[src/rtl/oled_spi_receiver.sv]
// Loopback receiver for the OLED serial link: rebuilds bytes from SCLK/SDIN,
// tracks the SSD1306 command subset and mirrors data bytes into a shadow frame buffer.
module oled_spi_receiver #(
  parameter int SYNC_STAGES = 2,
  parameter int COLS        = 128,
  parameter int PAGES       = 4
) (
  input  logic                             clk,
  input  logic                             rst,
  input  logic                             oledSCLK,
  input  logic                             oledSDIN,
  input  logic                             oledDC,
  input  logic                             oledRES,
  input  logic [$clog2(PAGES*COLS)-1:0]    rdAddr,
  output logic [7:0]                       rdData,
  output logic                             byteValid,
  output logic [7:0]                       byteData,
  output logic                             byteIsData,
  output logic                             displayOn,
  output logic                             frameDone,
  output logic [15:0]                      frameCount,
  output logic                             protoErr
);

  localparam int ADDR_W = $clog2(PAGES*COLS);
  localparam int COL_W  = $clog2(COLS);
  localparam int PAGE_W = $clog2(PAGES);

  typedef enum logic [1:0] {IDLE, ARG1, ARG2} cmdState_t;

  logic [SYNC_STAGES-1:0] sclkSync, sdinSync, dcSync, resSync;
  logic                   sclkS, sdinS, dcS, resS;
  logic                   sclkPrev, riseReg, sdinReg, dcReg;

  logic [2:0]             bitCnt;
  logic [7:0]             shiftReg;
  logic [7:0]             newByte;
  logic                   byteDone;
  logic                   wrEn;
  logic [ADDR_W-1:0]      wrAddr;

  cmdState_t              cmdState;
  logic [7:0]             cmdReg;
  logic [7:0]             argReg;
  logic [COL_W-1:0]       colPtr, colStart, colEnd;
  logic [PAGE_W-1:0]      pagePtr, pageStart, pageEnd;
  logic                   colArgsOk, pageArgsOk;

  logic [7:0]             fb [PAGES*COLS];

  assign sclkS = sclkSync[SYNC_STAGES-1];
  assign sdinS = sdinSync[SYNC_STAGES-1];
  assign dcS   = dcSync[SYNC_STAGES-1];
  assign resS  = resSync[SYNC_STAGES-1];

  // RES chain resets to the inactive level so rst alone never looks like a display reset
  always_ff @(posedge clk or posedge rst) begin
    if (rst) begin
      sclkSync <= '0;
      sdinSync <= '0;
      dcSync   <= '0;
      resSync  <= '1;
      sclkPrev <= 1'b0;
      riseReg  <= 1'b0;
      sdinReg  <= 1'b0;
      dcReg    <= 1'b0;
    end else begin
      sclkSync <= {sclkSync[SYNC_STAGES-2:0], oledSCLK};
      sdinSync <= {sdinSync[SYNC_STAGES-2:0], oledSDIN};
      dcSync   <= {dcSync[SYNC_STAGES-2:0], oledDC};
      resSync  <= {resSync[SYNC_STAGES-2:0], oledRES};
      sclkPrev <= sclkS;
      riseReg  <= sclkS & ~sclkPrev;
      sdinReg  <= sdinS;
      dcReg    <= dcS;
    end
  end

  assign newByte  = {shiftReg[6:0], sdinReg};
  assign byteDone = riseReg & resS & (bitCnt == 3'd7);
  assign wrEn     = byteDone & dcReg;
  assign wrAddr   = {pagePtr, colPtr};

  assign colArgsOk  = (int'(argReg) < COLS) && (int'(newByte) < COLS) && (argReg <= newByte);
  assign pageArgsOk = (int'(argReg) < PAGES) && (int'(newByte) < PAGES) && (argReg <= newByte);

  always_ff @(posedge clk or posedge rst) begin
    if (rst) begin
      bitCnt     <= '0;
      shiftReg   <= '0;
      cmdState   <= IDLE;
      cmdReg     <= '0;
      argReg     <= '0;
      colPtr     <= '0;
      colStart   <= '0;
      colEnd     <= COL_W'(COLS - 1);
      pagePtr    <= '0;
      pageStart  <= '0;
      pageEnd    <= PAGE_W'(PAGES - 1);
      byteValid  <= 1'b0;
      byteData   <= '0;
      byteIsData <= 1'b0;
      displayOn  <= 1'b0;
      frameDone  <= 1'b0;
      frameCount <= '0;
      protoErr   <= 1'b0;
    end else begin
      byteValid <= 1'b0;
      frameDone <= 1'b0;
      if (frameDone) frameCount <= frameCount + 16'd1;

      if (!resS) begin
        bitCnt    <= '0;
        shiftReg  <= '0;
        cmdState  <= IDLE;
        cmdReg    <= '0;
        argReg    <= '0;
        colPtr    <= '0;
        colStart  <= '0;
        colEnd    <= COL_W'(COLS - 1);
        pagePtr   <= '0;
        pageStart <= '0;
        pageEnd   <= PAGE_W'(PAGES - 1);
        displayOn <= 1'b0;
      end else if (riseReg) begin
        shiftReg <= newByte;
        bitCnt   <= bitCnt + 3'd1;
        if (bitCnt == 3'd7) begin
          byteValid  <= 1'b1;
          byteData   <= newByte;
          byteIsData <= dcReg;
          if (dcReg) begin
            // A data byte in the middle of a command abandons that command
            if (cmdState != IDLE) begin
              protoErr <= 1'b1;
              cmdState <= IDLE;
            end
            if (colPtr == colEnd) begin
              colPtr <= colStart;
              if (pagePtr == pageEnd) begin
                pagePtr   <= pageStart;
                frameDone <= 1'b1;
              end else begin
                pagePtr <= pagePtr + PAGE_W'(1);
              end
            end else begin
              colPtr <= colPtr + COL_W'(1);
            end
          end else begin
            unique case (cmdState)
              IDLE: begin
                unique case (newByte)
                  8'hAE: displayOn <= 1'b0;
                  8'hAF: displayOn <= 1'b1;
                  8'h20, 8'h21, 8'h22, 8'h81, 8'h8D, 8'hA8, 8'hD3,
                  8'hD5, 8'hD9, 8'hDA, 8'hDB: begin
                    cmdReg   <= newByte;
                    cmdState <= ARG1;
                  end
                  default: ;
                endcase
              end
              ARG1: begin
                if (cmdReg == 8'h21 || cmdReg == 8'h22) begin
                  argReg   <= newByte;
                  cmdState <= ARG2;
                end else begin
                  if (cmdReg == 8'h20 && newByte != 8'h00) protoErr <= 1'b1;
                  cmdState <= IDLE;
                end
              end
              ARG2: begin
                if (cmdReg == 8'h21) begin
                  if (colArgsOk) begin
                    colStart <= COL_W'(argReg);
                    colEnd   <= COL_W'(newByte);
                    colPtr   <= COL_W'(argReg);
                  end else begin
                    protoErr <= 1'b1;
                  end
                end else begin
                  if (pageArgsOk) begin
                    pageStart <= PAGE_W'(argReg);
                    pageEnd   <= PAGE_W'(newByte);
                    pagePtr   <= PAGE_W'(argReg);
                  end else begin
                    protoErr <= 1'b1;
                  end
                end
                cmdState <= IDLE;
              end
              default: cmdState <= IDLE;
            endcase
          end
        end
      end
    end
  end

  always_ff @(posedge clk) begin
    if (wrEn) fb[wrAddr] <= newByte;
  end

  // Read-first: a same-cycle write is seen on the following read only
  always_ff @(posedge clk or posedge rst) begin
    if (rst) rdData <= '0;
    else     rdData <= fb[rdAddr];
  end

endmodule
[config.mk]
export PLATFORM = sky130hd
export DESIGN_NAME = oled_spi_receiver
export DESIGN_NICKNAME = d
export VERILOG_FILES = /design/src/rtl/oled_spi_receiver.sv
export SDC_FILE = /design/constraint.sdc
export NUM_CORES = 2
export LEC_CHECK = 0
export BUFFER_PORTS_ARGS = -buffer_cell sky130_fd_sc_hd__buf_2
export CORE_ASPECT_RATIO = 1.75
export CORE_UTILIZATION = 65
export CTS_CLUSTER_DIAMETER = 150
export DETAILED_ROUTE_END_ITERATION = 6
export PLACE_DENSITY_LB_ADDON = 0.2
export SYNTH_ARGS = -nofsm -noshare
export SYNTH_HDL_FRONTEND = slang
export SYNTH_SLANG_ARGS = --single-unit
[constraint.sdc]
create_clock -name clk -period 13.5 [get_ports clk]
set_input_delay 2.7 -clock clk [delete_from_list [all_inputs] [get_ports clk]]
set_output_delay 2.7 -clock clk [all_outputs]
set_load 0.02 [all_outputs]
=== Word-level counts from Yosys, hierarchy flattened ===
Memory sizes are Yosys's and may differ from the RTL's. A register that Yosys moved wholly into a read port is not among the register bits.
Index checks and enable logic that the tools add are counted.

* Register bits after elaboration: 96
* Output and inout bits: 37
* Memories: 1
* Memory bits (writable): 4096
* Bits of input ports: 15

{| class="wikitable"
|+ Memories
! name !! words !! bits a word !! rd ports !! clocked after Yosys merged registers in !! write ports !! RTL line !! text
|-
| fb || 512 || 8 || 1 || 1 || 1 || 49 || <nowiki>logic [7:0] fb [PAGES*COLS];</nowiki>
|}

* Muxes and demuxes: 88
* Magnitude comparators: 5
* Equality and inequality tests: 47
* Reductions and logical operators: 21
* Bitwise logic cells: 5
* Add/subtract/negate cells: 4

{| class="wikitable"
|+ Operator list
! operator !! count
|-
| 7-bit 2-to-1 mux || 21
|-
| 8-bit 2-to-1 mux || 12
|-
| 8-bit equality test, second input constant || 10
|-
| 2-bit 2-to-1 mux || 27
|-
| 8-bit by 6-bit equality test with 1-bit output, second input constant || 6
|-
| 1-bit 2-to-1 mux || 23
|-
| 2-bit by 1-bit != test with 1-bit output, second input constant || 11
|-
| 5-bit AND reduction || 4
|-
| 6-bit AND reduction || 3
|-
| 16-bit by 1-bit adder with 16-bit output, second input constant || 1
|-
| 8-bit by 3-bit < comparator with 1-bit output, second input constant || 2
|-
| 8-bit < comparator, second input constant || 2
|-
| 3-bit by 1-bit != test with 1-bit output, second input constant || 5
|-
| 11-bit OR reduction || 1
|-
| 3-bit != test, second input constant || 3
|-
| 9-bit AND reduction || 1
|-
| 8-bit <= comparator || 1
|-
| 4-bit != test, second input constant || 2
|-
| 8-bit nonzero test || 1
|-
| 7-bit by 1-bit adder with 7-bit output, second input constant || 1
|-
| 7-bit equality test || 1
|-
| 3-bit 2-to-1 mux || 2
|-
| 3-bit by 2-bit != test with 1-bit output, second input constant || 2
|-
| 1-bit logical AND || 5
|-
| 18 further kinds || 23
|}

=== Logic depth before layout (Yosys ltp) ===
* Depth after elaboration: 10
* Depth in mapped cells: 12

=== Worst setup path after synthesis ===
OpenSTA, ideal clock, no wires.

* Kind: reg-to-reg
* Start point: register shiftReg[3]
* End point: register colPtr[1]
* Period minus slack after synthesis: 9.019 ns
* Data required time: 13.375 ns
* Stages on the path, launching flop included: 10
* Slack: 4.481 ns
* Data arrival time: 8.894 ns
* Cells stage by stage: dfrtp_1 -> inv_1 -> ha_1 -> a21o_1 -> a21oi_1 -> nor2_1 -> o22ai_1 -> nand4_1 -> nand2_1 -> mux2_2

* Word-level cells in the longest chain between the ends: 5
* Elaborated cells on any way between the ends: 6
* Classes of those cells: 2 x order compare; 1 x eq/ne; 3 x reduce/logical

{| class="wikitable"
|+ Ends and longest elaborated chain
! what !! RTL line !! text
|-
| start, declared || 36 || <nowiki>logic [7:0] shiftReg;</nowiki>
|-
| start signal, assigned || 126 || <nowiki>shiftReg <= newByte;</nowiki>
|-
| 8-bit < comparator || 84 || <nowiki>assign colArgsOk = (int'(argReg) < COLS) && (int'(newByte) < COLS) && (argReg <= newByte);</nowiki>
|-
| 1-bit logical AND || 84 ||
|-
| 1-bit logical AND (*) || 84 ||
|-
| 3-bit by 1-bit != test with 1-bit output (no source line) (*) || -- ||
|-
| 5-bit AND reduction (no source line) (*) || -- ||
|-
| end signal, assigned || 139 || <nowiki>colPtr <= colStart;</nowiki>
|-
| end signal, assigned || 147 || <nowiki>colPtr <= colPtr + COL_W'(1);</nowiki>
|-
| end signal, assigned || 177 || <nowiki>colPtr <= COL_W'(argReg);</nowiki>
|-
| end, declared || 45 || <nowiki>logic [COL_W-1:0] colPtr, colStart, colEnd;</nowiki>
|}

Mark *: on every way between the ends. The rest lies on a longest branch, timed or not.
A chain may end at the register's enable or synchronous reset.

==> results.md <==
- Setup tns final: 0 ns
- Synth Area in Adders: 0.001535
- Post-synth EDFFs: 4096
- Wire per inst: 34.65 um
- Crit-path most repeated cell: buf_4
- Worst hold endpoint: sdinReg
- Die X: 380.5 um
- Yosys Warn Count: 0
- I/O pin count: 52
- Failing checks: max-capacitance violations, max-slew violations
- CP max-delay cell: buf_4
- Power Density: 141.6 nW/um^2
- Fillcell total: 14170
- Pin count of the biggest net entering global routing: 194
- Initial antenna violation count: 9
- Avg Inst Size Synth: 20.89 um^2
- Worst reg2reg setup slack: 7.52 ns
- Compound-cell area share of the yosys netlist: 0.01962
- CP required: 14.23 ns
- CP peak stage delay: 0.91 ns
- Commonest non-fill, non-tap cell in the layout: edfxtp_1
- Mapped Cells: 7803
- GPL Wtd Cong: 0.8888
- Final number of hold-violating endpoints: 0
- Commonest cells after routing, fill and taps aside: edfxtp_1 (4096), mux4_2 (1024), nor2_1 (859), clkbuf_16 (358), mux2i_1 (283)
- CTS Buffer Depth: 4
- Final core occ: 0.7154
- Pre-CTS setup slack: 5.827 ns
- First-pass GRT wire length: 572.7 mm
- Drt total wl: 396.1 mm
- CTS buffer count: 349
- Crit start category: input port
- Post-Synth XOR/XNOR Area: 0.001666
- Main combinational cell family by area after synthesis: multiplexers
- Post-CTS Resized: 0
- Grt ovf: 0
- Unique cell type count in the Yosys netlist: 64
- CP Cell Sequence: buf_6 -> nor2b_4 -> buf_4 -> buf_4 -> nand2_1 -> o211ai_1 -> nand4_1 -> o22ai_1 -> nor3_1
- Critical Path Sink Type: flip-flop
- Max-slew violations: 1
- Pre-antenna DRT Iters: 6
- Tcrit/Tclk final: 0.5123
- Hold buffers post-CTS: 0
- Post-DP HPWL: 237.3 mm
- Via/cell ratio: 6.921
- Register bit count reported by yosys: 4200
- Area growth syn-to-layout: 9.262%
- Final antenna-violating net count: 0
- Clock transition at the registers of the reported paths: 0.06 ns
- DRC errors left: 0
- Total GRT Usage: 0.3175
- Row Count: 242
- Async set-reset flop share out of synthesis: 0.02476
- Hold WS: 0.3480 ns
- Depth of the most critical reg-to-reg path: 6
- Least-Margin Pin Slew: 1.493 ns
- Crit Path Class: in2reg
- Fmax: 0.1446 GHz
- Share of cells above drive strength 1: 0.2232
- Core ar.: 248900 um^2
- Worst r2r dst: fb[373][3]
- R2R Path Start: resSync[1]
- Critical path fanouts, max: 76
- Worst EP arrival: 7.65 ns
- CTS tree: done
- Clk sinks: 4200
- Die Area: 252800 um^2
- Post-synthesis sequential area ratio: 0.7708
- Unrepaired setup endpoints after global routing: no
- Worst hold path startpoint: sdinSync[1]
- Clk Latency, worst-skew pair: 0.92 ns
- Peak VDD IR: 0.0001179 V
- Top_reg_cell synth: edfxtp_1
- FF/Latch Area: 125600 um^2
- Via count: 79110
- Post-CTS setup buffer count: 0
- LEAKAGE: 55.24 nW
- Nets: 7882
- Number of global-route vias before repair: 81660
- Worst slew margin: -0.002759
- Worst Hold Depth: 0
- Die Ht: 664.4 um
- Post-synthesis cell area: 163000 um^2
- HP Class: reg2reg
- Clock root cell: clkbuf_16
- Status: finished with violations
- Fin crit period: 6.916 ns
- Post-synthesis mux area share: 0.1626
- Net Count, Synth: 7838
- Footprint of the multi-input gates: 35460 um^2
- Clock skew: 0.04396 ns
- CTS H-Tree Depth: 5
- Initial drt markers: 9362
- Fin worst setup slack: 6.584 ns
- Port Buf Inserts: 51
- Initial Util: 0.6548
- Final setup violating endpoints: 0
- MaxCap Viol Count: 1
- Post-Synth Simple-Gate Area: 0.03086
## synthesized netlist by cell type (all sizes together) (37+ instances only)
master / number / area share
o21ai: 43 / 0.0013
o211ai: 104 / 0.0048
mux2: 54 / 0.0037
o22ai: 104 / 0.0040
mux2i: 283 / 0.017
a21oi: 66 / 0.0020
edfxtp: 4096 / 0.75
nor2: 861 / 0.020
dfrtp: 93 / 0.014
nand4: 37 / 0.0015
nand2: 168 / 0.0039
mux4: 1024 / 0.14
clkbuf: 244 / 0.0056
nor2b: 37 / 0.0014
a211oi: 94 / 0.0044
buf: 234 / 0.0068
nand3: 43 / 0.0013
## final cells by class
class | instances | share of cell area
Tap cell | 3294 | 0.02315
Timing Repair Buffer | 171 | 0.008074
Clock inverter | 209 | 0.01150
Inverter | 22 | 0.0004778
Clock buffer | 425 | 0.05195
Sequential cell | 4200 | 0.7056
Multi-Input combinational cell | 3103 | 0.1992
Antenna cell | 7 | 0.00009837
## how the worst max path moves through the flow
| stage | end | start | depth (start not counted) |
|---|---|---|---|
| after global placement | rdData[2] | rdAddr[0] | 10 |
| after floorplan | colPtr[1] | shiftReg[3] | 9 |
| after detailed placement | rdData[2] | rdAddr[0] | 10 |
| final | rdData[2] | rdAddr[2] | 9 |
| after CTS | rdData[2] | rdAddr[0] | 10 |
| after global routing | rdData[5] | rdAddr[0] | 10 |
## state kept, by name, indices dropped and copies added, names as in the netlist, 3 cells and up
signal      cells
fb           4096
frameCount     16
argReg          8
byteData        8
cmdReg          8
rdData          8
colEnd          7
colPtr          7
colStart        7
shiftReg        7
bitCnt          3
## routing by layer
metal / vias to the layer above / share of wire / track usage
met5: - / 0 / 0
met4: 0 / 0.067 / 0.1829
met3: 999 / 0.084 / 0.04857
met2: 4377 / 0.52 / 0.5431
met1: 41620 / 0.33 / 0.3880
li1: 32120 / - / -
## critical path, delay by kind of cell
family                 cells  cell delay [ns]
buffers and inverters      3             2.32
AND/OR/NAND/NOR            4             1.59
AO/OA/AOI/OAI              2             0.98
## report_power, final
part | total [W] | switching, W | internal (W)
clock network | 0.0102 | 0.00455 | 0.00564
logic | 0.000850 | 0.000577 | 0.000274
registers | 0.0142 | 0.0000274 | 0.0141
total | 0.0252 | 0.00516 | 0.0201
## cell families (layout without fill, tap and decap cells)
group	count (synthesis)	count (layout)
DFF	4200	4200
muxes	1361	1361
xor gates and xnor gates	31	31
buffers and inverters	500	827
other	0	7
adders and majority gates	20	20
AOI/OAI and AO/OA	471	471
and+or+nand+nor	1220	1220
## metrics by stage
| stage | std cells | total power [W] | instance area, um^2 |
|---|---|---|---|
| CTS | 11420 | 0.02528 | 178100 |
| detailed placement | 10790 | 0.01531 | 166800 |
| finish | 11430 | 0.02522 | 178100 |
| global placement | 10790 | 0.01530 | 166800 |
| global route | 11430 | 0.02574 | 178100 |
| floorplan | 7803 | 0.01500 | 163000 |
Note: power is estimated with default switching activity, not from simulation.
